### config.mk
export PLATFORM = sky130hd
export DESIGN_NAME = ws2812_frame_tx
export DESIGN_NICKNAME = d
export VERILOG_FILES = /design/src/rtl/ws2812_frame_tx.sv
export SDC_FILE = /design/constraint.sdc
export NUM_CORES = 1
export LEC_CHECK = 0
export CAP_MARGIN = 20
export CORE_MARGIN = 3
export CORE_UTILIZATION = 53
export CTS_BUF_LIST = sky130_fd_sc_hd__clkbuf_8
export CTS_CLUSTER_DIAMETER = 50
export DETAILED_ROUTE_END_ITERATION = 12
export GPL_TIMING_DRIVEN = 0
export PLACE_DENSITY = 0.78
export SETUP_SLACK_MARGIN = 0.1
export SLEW_MARGIN = 20
export SYNTH_ARGS = -nofsm -noshare
export SYNTH_HDL_FRONTEND = slang
export SYNTH_SLANG_ARGS = --single-unit
### constraint.sdc
create_clock -name clk -period 3.3 [get_ports clk]
set_input_delay 0.495 -clock clk [delete_from_list [all_inputs] [get_ports clk]]
set_output_delay 0.495 -clock clk [all_outputs]
set_load 0.05 [all_outputs]
### src/rtl/ws2812_frame_tx.sv
// rtl/ws2812_frame_tx.sv - WS2812 NRZ frame transmitter driving a one-hot byte selector
module ws2812_frame_tx #(
    parameter int NUM_BYTES    = 16,
    parameter int T0H_CYCLES   = 20,
    parameter int T1H_CYCLES   = 40,
    parameter int BIT_CYCLES   = 63,
    parameter int RESET_CYCLES = 3000
) (
    input  logic        clk,
    input  logic        rst,
    input  logic        start,
    input  logic [7:0]  byte_in,
    output logic [15:0] sel,
    output logic        dout,
    output logic        busy,
    output logic        done
);

    // One counter serves both the bit period and the latch interval.
    localparam int CNT_MAX = (BIT_CYCLES > RESET_CYCLES) ? BIT_CYCLES : RESET_CYCLES;
    localparam int CW      = $clog2(CNT_MAX + 1);

    localparam logic [CW-1:0] BIT_LAST   = CW'(BIT_CYCLES - 1);
    localparam logic [CW-1:0] LATCH_LAST = CW'(RESET_CYCLES - 1);
    localparam logic [CW-1:0] T0H        = CW'(T0H_CYCLES);
    localparam logic [CW-1:0] T1H        = CW'(T1H_CYCLES);
    localparam logic [3:0]    LAST_BYTE  = 4'(NUM_BYTES - 1);

    localparam logic [1:0] S_IDLE  = 2'd0;
    localparam logic [1:0] S_LOAD  = 2'd1;
    localparam logic [1:0] S_BIT   = 2'd2;
    localparam logic [1:0] S_LATCH = 2'd3;

    logic [1:0]    state_q, state_d;
    logic [CW-1:0] cnt_q, cnt_d;
    logic [7:0]    shreg_q, shreg_d;
    logic [2:0]    bit_idx_q, bit_idx_d;
    logic [3:0]    byte_idx_q, byte_idx_d;
    logic [15:0]   sel_q, sel_d;
    logic          dout_q, dout_d;
    logic          busy_q, busy_d;
    logic          done_q, done_d;

    // Next-state logic; dout is derived from the next state so the pin is a flop output.
    always_comb begin
        state_d    = state_q;
        cnt_d      = cnt_q;
        shreg_d    = shreg_q;
        bit_idx_d  = bit_idx_q;
        byte_idx_d = byte_idx_q;
        sel_d      = sel_q;
        busy_d     = busy_q;
        done_d     = 1'b0;

        case (state_q)
            S_IDLE: begin
                sel_d  = 16'h0001;
                busy_d = 1'b0;
                if (start) begin
                    state_d = S_LOAD;
                    busy_d  = 1'b1;
                end
            end
            S_LOAD: begin
                shreg_d    = byte_in;
                bit_idx_d  = 3'd7;
                byte_idx_d = 4'd0;
                cnt_d      = '0;
                busy_d     = 1'b1;
                state_d    = S_BIT;
            end
            S_BIT: begin
                if (cnt_q == BIT_LAST) begin
                    cnt_d = '0;
                    if (bit_idx_q != 3'd0) begin
                        shreg_d   = {shreg_q[6:0], 1'b0};
                        bit_idx_d = bit_idx_q - 3'd1;
                        // Advance the selector one bit early so byte_in settles before capture.
                        if (bit_idx_q == 3'd1 && byte_idx_q < LAST_BYTE) begin
                            sel_d = {sel_q[14:0], sel_q[15]};
                        end
                    end else if (byte_idx_q < LAST_BYTE) begin
                        shreg_d    = byte_in;
                        bit_idx_d  = 3'd7;
                        byte_idx_d = byte_idx_q + 4'd1;
                    end else begin
                        state_d = S_LATCH;
                        sel_d   = 16'h0001;
                    end
                end else begin
                    cnt_d = cnt_q + CW'(1);
                end
            end
            default: begin
                if (cnt_q == LATCH_LAST) begin
                    cnt_d   = '0;
                    state_d = S_IDLE;
                    busy_d  = 1'b0;
                    done_d  = 1'b1;
                end else begin
                    cnt_d = cnt_q + CW'(1);
                end
            end
        endcase

        dout_d = (state_d == S_BIT) && (cnt_d < (shreg_d[7] ? T1H : T0H));
    end

    // State and output registers with immediate return to idle on reset.
    always_ff @(posedge clk or posedge rst) begin
        if (rst) begin
            state_q    <= S_IDLE;
            cnt_q      <= '0;
            shreg_q    <= 8'h00;
            bit_idx_q  <= 3'd0;
            byte_idx_q <= 4'd0;
            sel_q      <= 16'h0001;
            dout_q     <= 1'b0;
            busy_q     <= 1'b0;
            done_q     <= 1'b0;
        end else begin
            state_q    <= state_d;
            cnt_q      <= cnt_d;
            shreg_q    <= shreg_d;
            bit_idx_q  <= bit_idx_d;
            byte_idx_q <= byte_idx_d;
            sel_q      <= sel_d;
            dout_q     <= dout_d;
            busy_q     <= busy_d;
            done_q     <= done_d;
        end
    end

    assign sel  = sel_q;
    assign dout = dout_q;
    assign busy = busy_q;
    assign done = done_q;

endmodule

After elaboration in Yosys (flattened, before gate mapping)

Index checks and enable logic that the tools add are counted.

Equal/unequal tests: 12
Add/sub/neg operators: 3
Bitwise gates (word level): 1
Magnitude comparators: 2
Reduce and logical (&&, ||, !) cells: 12
Mux-type cells: 32

Operators by type and width:

| kind                                                             | number |
|---|---|
| 16-bit two-way mux                                               | 4 |
| 12-bit case mux with 3 select lines                              | 1 |
| 16-bit case mux with 2 select lines                              | 1 |
| 12-bit two-way mux                                               | 2 |
| 8-bit two-way mux                                                | 3 |
| 8-bit case mux with 2 select lines                               | 1 |
| 12-bit by 1-bit adder with 12-bit output, second input constant  | 1 |
| 12-bit == test, second input constant                            | 1 |
| 12-bit by 6-bit == test with 1-bit output, second input constant | 1 |
| 12-bit by 6-bit < comparator with 1-bit output                   | 1 |
| 4-bit two-way mux                                                | 3 |
| 2-bit two-way mux                                                | 5 |
| 3-bit two-way mux                                                | 3 |
| 3-bit != test, second input constant                             | 3 |
| 4-bit case mux with 2 select lines                               | 1 |
| 4-bit AND reduction                                              | 2 |
| 6-bit two-way mux                                                | 1 |
| 2-bit != test, second input constant                             | 3 |
| 2-bit case mux with 3 select lines                               | 1 |
| 3-bit case mux with 2 select lines                               | 1 |
| 3-bit nonzero test                                               | 2 |
| 4-bit by 1-bit adder with 4-bit output, second input constant    | 1 |
| 2-bit == test, second input constant                             | 2 |
| 4-bit < comparator, second input constant                        | 1 |
| 12 further kinds                                                 | 17 |

Logic and storage cells: 72
Output and inout port bits: 19
Input bits: 11
Register bits after elaboration: 48

Logic depth before layout (Yosys ltp)

Depth in word-level cells: 8
Gate-level depth with buffers: 14
Depth with buffers taken out: 13

Worst setup path before layout

No wires, ideal clock.

Kind: reg-to-reg
Start point: register cnt_q[0]
End point: register dout_q, in the netlist dout
Cell stages (with the launch flop): 14
Arrival time: 3005 ps
Setup time: 96 ps
Setup slack: 199 ps
Cell sequence: dfrtp_1 -> inv_1 -> ha_1 -> or4b_4 -> o41ai_4 -> a21oi_1 -> a21o_1 -> nand2_1 -> o31ai_1 -> ha_1 -> a21oi_1 -> nand2_1 -> or4b_1 -> nor4_2

Elaborated cells on any way between the ends: 15

RTL lines:

| item                                                             | line    | source |
|---|---|---|
| start, declared                                                  | 35      | `logic [CW-1:0] cnt_q, cnt_d;` |
| start signal, assigned                                           | 123     | `cnt_q <= cnt_d;` |
| 12-bit by 1-bit adder with 12-bit output (tied with other cells) | 91, 101 |  |
| 12-bit two-way mux, on equally long branches                     | 95, 73  |  |
| 12-bit case mux with 3 select lines *                            | 55      | `case (state_q)` |
| via cnt_d[5]                                                     | 35      |  |
| 12-bit by 6-bit < comparator with 1-bit output *                 | 106     | `dout_d = (state_d == S_BIT) && (cnt_d < (shreg_d[7] ? T1H : T0H));` |
| 1-bit logical AND *                                              | 106     |  |
| via dout_d                                                       | 40      | `logic dout_q, dout_d;` |
| end signal, assigned                                             | 128     | `dout_q <= dout_d;` |
| end, declared                                                    | 40      |  |

Mark *: on every way through the listed nets, which the timed path passes. The rest lies on a longest branch. The select of a mux whose other input is x is not followed.
A chain may end at the register's enable or synchronous reset.

Worst setup path after layout

Ends and elaborated chain as after synthesis.

==> metrics <==
status finished, final reports clean; DRT met1 WL 2750 um; CP arrival 3.36 ns; initial antenna violation count 0; endpoints failing hold 0; nets@finish 374; final instance area 0.00350 sq mm; Synth Cell Area 0.00286 sq mm; die width 79.4 um; Gate power share 0.027; worst reg2reg setup slack 0.15 ns; GR Util All Layers 0.206; ys async rst share 1.00; reg2reg path depth 13; pre-CTS setup slack -0.258 ns; post-synth cell types 65; Reg2Reg Capture Point dout; Synth area leaders dfrtp_1, nand2_1, ha_1; Post-DRT Antenna Nets 0; CTS clock-pin slew for the worst setup and hold paths 0.09 ns; IO Port Bufs 29; Std-Cell Rows 26; clock share of power 0.413; Yosys top cell area share 0.411; Max FO, Critical Path 4; synth warn 0; layout cells sized above 1 0.157; Initial DRC Count 116; Cells after Synth 302; CTS hold repair buffers 0; drt pass-1 iters 4; GP Congestion 0.908; fmax 317 MHz; Routed WL per cell 14.8 um; fin. max-slew vios 0; most instantiated cells after synthesis nand2_1, dfrtp_1, o21ai_0, ha_1, inv_1; starting density of the core 0.553; Num CTS Buffers 5; Syn Area/Cell 9.47 sq um; most frequent cell after synthesis nand2_1; Power Density 300 mW/mm^2; top sig layer met4; RSZ-0062 raised after global routing true; final cycle utilization of the critical path 0.955; Critical path origin cnt_q[0]; dpl hpwl 4410 um; worst relative slew slack 0.668; worst skew pair latency 0.30 ns; NetSw 220 uW; Max VDD drop 0.204 mV; Boundary Pins 30; largest area contributor in the netlist dfrtp_1; Worst Setup EP dout; vias 2453; EDFF count, synth 0; Area growth syn-to-layout 22.4%; die area 0.00631 sq mm; Worst Tran Pin Value 0.497 ns; post-layout min period 3.15 ns; Worst Path Required 3.51 ns; Final Skew 0.00803 ns; TritonCTS clock tree yes; number of H-tree levels 2; ant diodes 0; Synth Flop Type dfrtp_1; Setup crit start kind register; total congestion overflow 0; first-pass GRT wire length 10400 um; Placed Instance Area 0.00326 sq mm; CTS root buf clkbuf_8; Tot Pwr 1.05 mW; HP Class reg2reg; pin count of the biggest net entering global routing 33; Die Ht 79.4 um; internal power 829 uW; total routed wirelength 6250 um; via/cell ratio 5.83; # DRC 0; Met3 Wirelength 417 um; FF-to-FF Start cnt_q[0]; synthesized flop and latch total 48; critical path class reg2reg; Synthesized Nets 326; Leak 1.49 nW; filler cell count 412; final setup fails 0; Sw Share 0.210; Worst setup EP type register; Max-Cap Viols 0; Clock Path Buffers 2; Seq/Total Area, Yosys 0.421; part of the power in registers 0.560; Final WS setup 0.148 ns; core area 0.00517 sq mm; met2 WL 2960 um; CTS Sinks 48; vias in the first global route 2263
## per-stage QoR
stage | TNS, ns | utilization | instances | hold slack [ns]
3_5_place_dp | -0.258 | 0.630 | 402 | 0.476
2_1_floorplan | 0 | - | 302 | 0.445
5_1_grt | -0.0388 | 0.676 | 421 | 0.517
4_1_cts | 0 | 0.671 | 419 | 0.497
6_report | 0 | 0.676 | 421 | 0.491
3_3_place_gp | -0.283 | 0.626 | 401 | 0.466
## registers in the layout, indices dropped and copies added, names as in the netlist
register	cells
sel	16
cnt_q	12
shreg_q	8
byte_idx_q	4
bit_idx_q	3
state_q	2
busy	1
done	1
dout	1
## area by class of cell
class	count	area (sq um)	area share
Multi-Input combinational cell	230	1520	0.435
Sequential cell	48	1200	0.344
Timing Repair Buffer	41	393	0.112
Buffer	13	138	0.0393
Tap cell	70	87.6	0.0250
Clock buffer	5	68.8	0.0197
Clock inverter	3	46.3	0.0132
Inverter	11	41.3	0.0118
## layer usage
| metal | global-route usage | vias to the layer above |
|---|---|---|
| met5 | 0 | - |
| met4 | 0.0601 | 0 |
| met3 | 0.0406 | 13 |
| met2 | 0.336 | 89 |
| met1 | 0.277 | 1161 |
| li1 | - | 1190 |
## what timing repair did
action                     4_1_cts  5_1_grt
pin swaps                        4        4
hold endpoints to repair         0        0
buffers inserted                 9        2
resized for setup                7        5
setup endpoints to repair        1        1
## logic make-up (layout without fill, tap and decap cells)
family,Yosys count,in the layout,synth area share
buffers and inverters,24,73,0.0621
XOR/XNOR,5,5,0.0153
AO/OA/AOI/OAI,85,85,0.202
adder cells (fa/ha/maj),13,13,0.0569
AND/OR/NAND/NOR,125,125,0.235
multiplexers,2,2,0.00744
flip-flops,48,48,0.421
## worst min-delay path by stage
stage               startpoint          to  slack [ns]  cells after the start
floorplan           shreg_q[6]  shreg_q[6]        0.44                      2
global placement    shreg_q[5]  shreg_q[5]        0.47                      2
detailed placement  shreg_q[3]  shreg_q[3]        0.48                      2
CTS                 shreg_q[3]  shreg_q[3]        0.50                      2
global route        shreg_q[5]  shreg_q[5]        0.52                      2
finish              shreg_q[3]  shreg_q[3]        0.49                      2
## power by group through the flow
stage	registers, mW	clock network (mW)	logic (mW)
after floorplan	0.599	0	0.00958
after global placement	0.599	0	0.0260
after detailed placement	0.599	0	0.0291
after CTS	0.588	0.442	0.0292
after global routing	0.588	0.468	0.0316
final	0.588	0.434	0.0283
## critical path: stages, from the launching register on
cell and delay, ns:
dfrtp_1 0.40, inv_1 0.07, ha_2 0.17, or4b_4 0.51, o41ai_4 0.27, a21oi_2 0.10, a21o_1 0.18, nand2_1 0.07
o31ai_2 0.08, ha_1 0.31, a21oi_2 0.17, nand2_1 0.07, or4b_4 0.50, nor4_4 0.15
## layout by cell type (no fill, tap or decap), drive strengths merged, types with 6 or more instances in the layout
cell and instances:
a31oi 7, nor2 10, nand4 7, clkbuf 16
a22oi 7, ha 13, and2 6, nor3 9
clkdlybuf4s50 29, a21o 6, nand2 60, o21ai 33
buf 12, inv 12, dfrtp 47, a21oi 6
No activity file was read; power rests on OpenSTA's default activity.
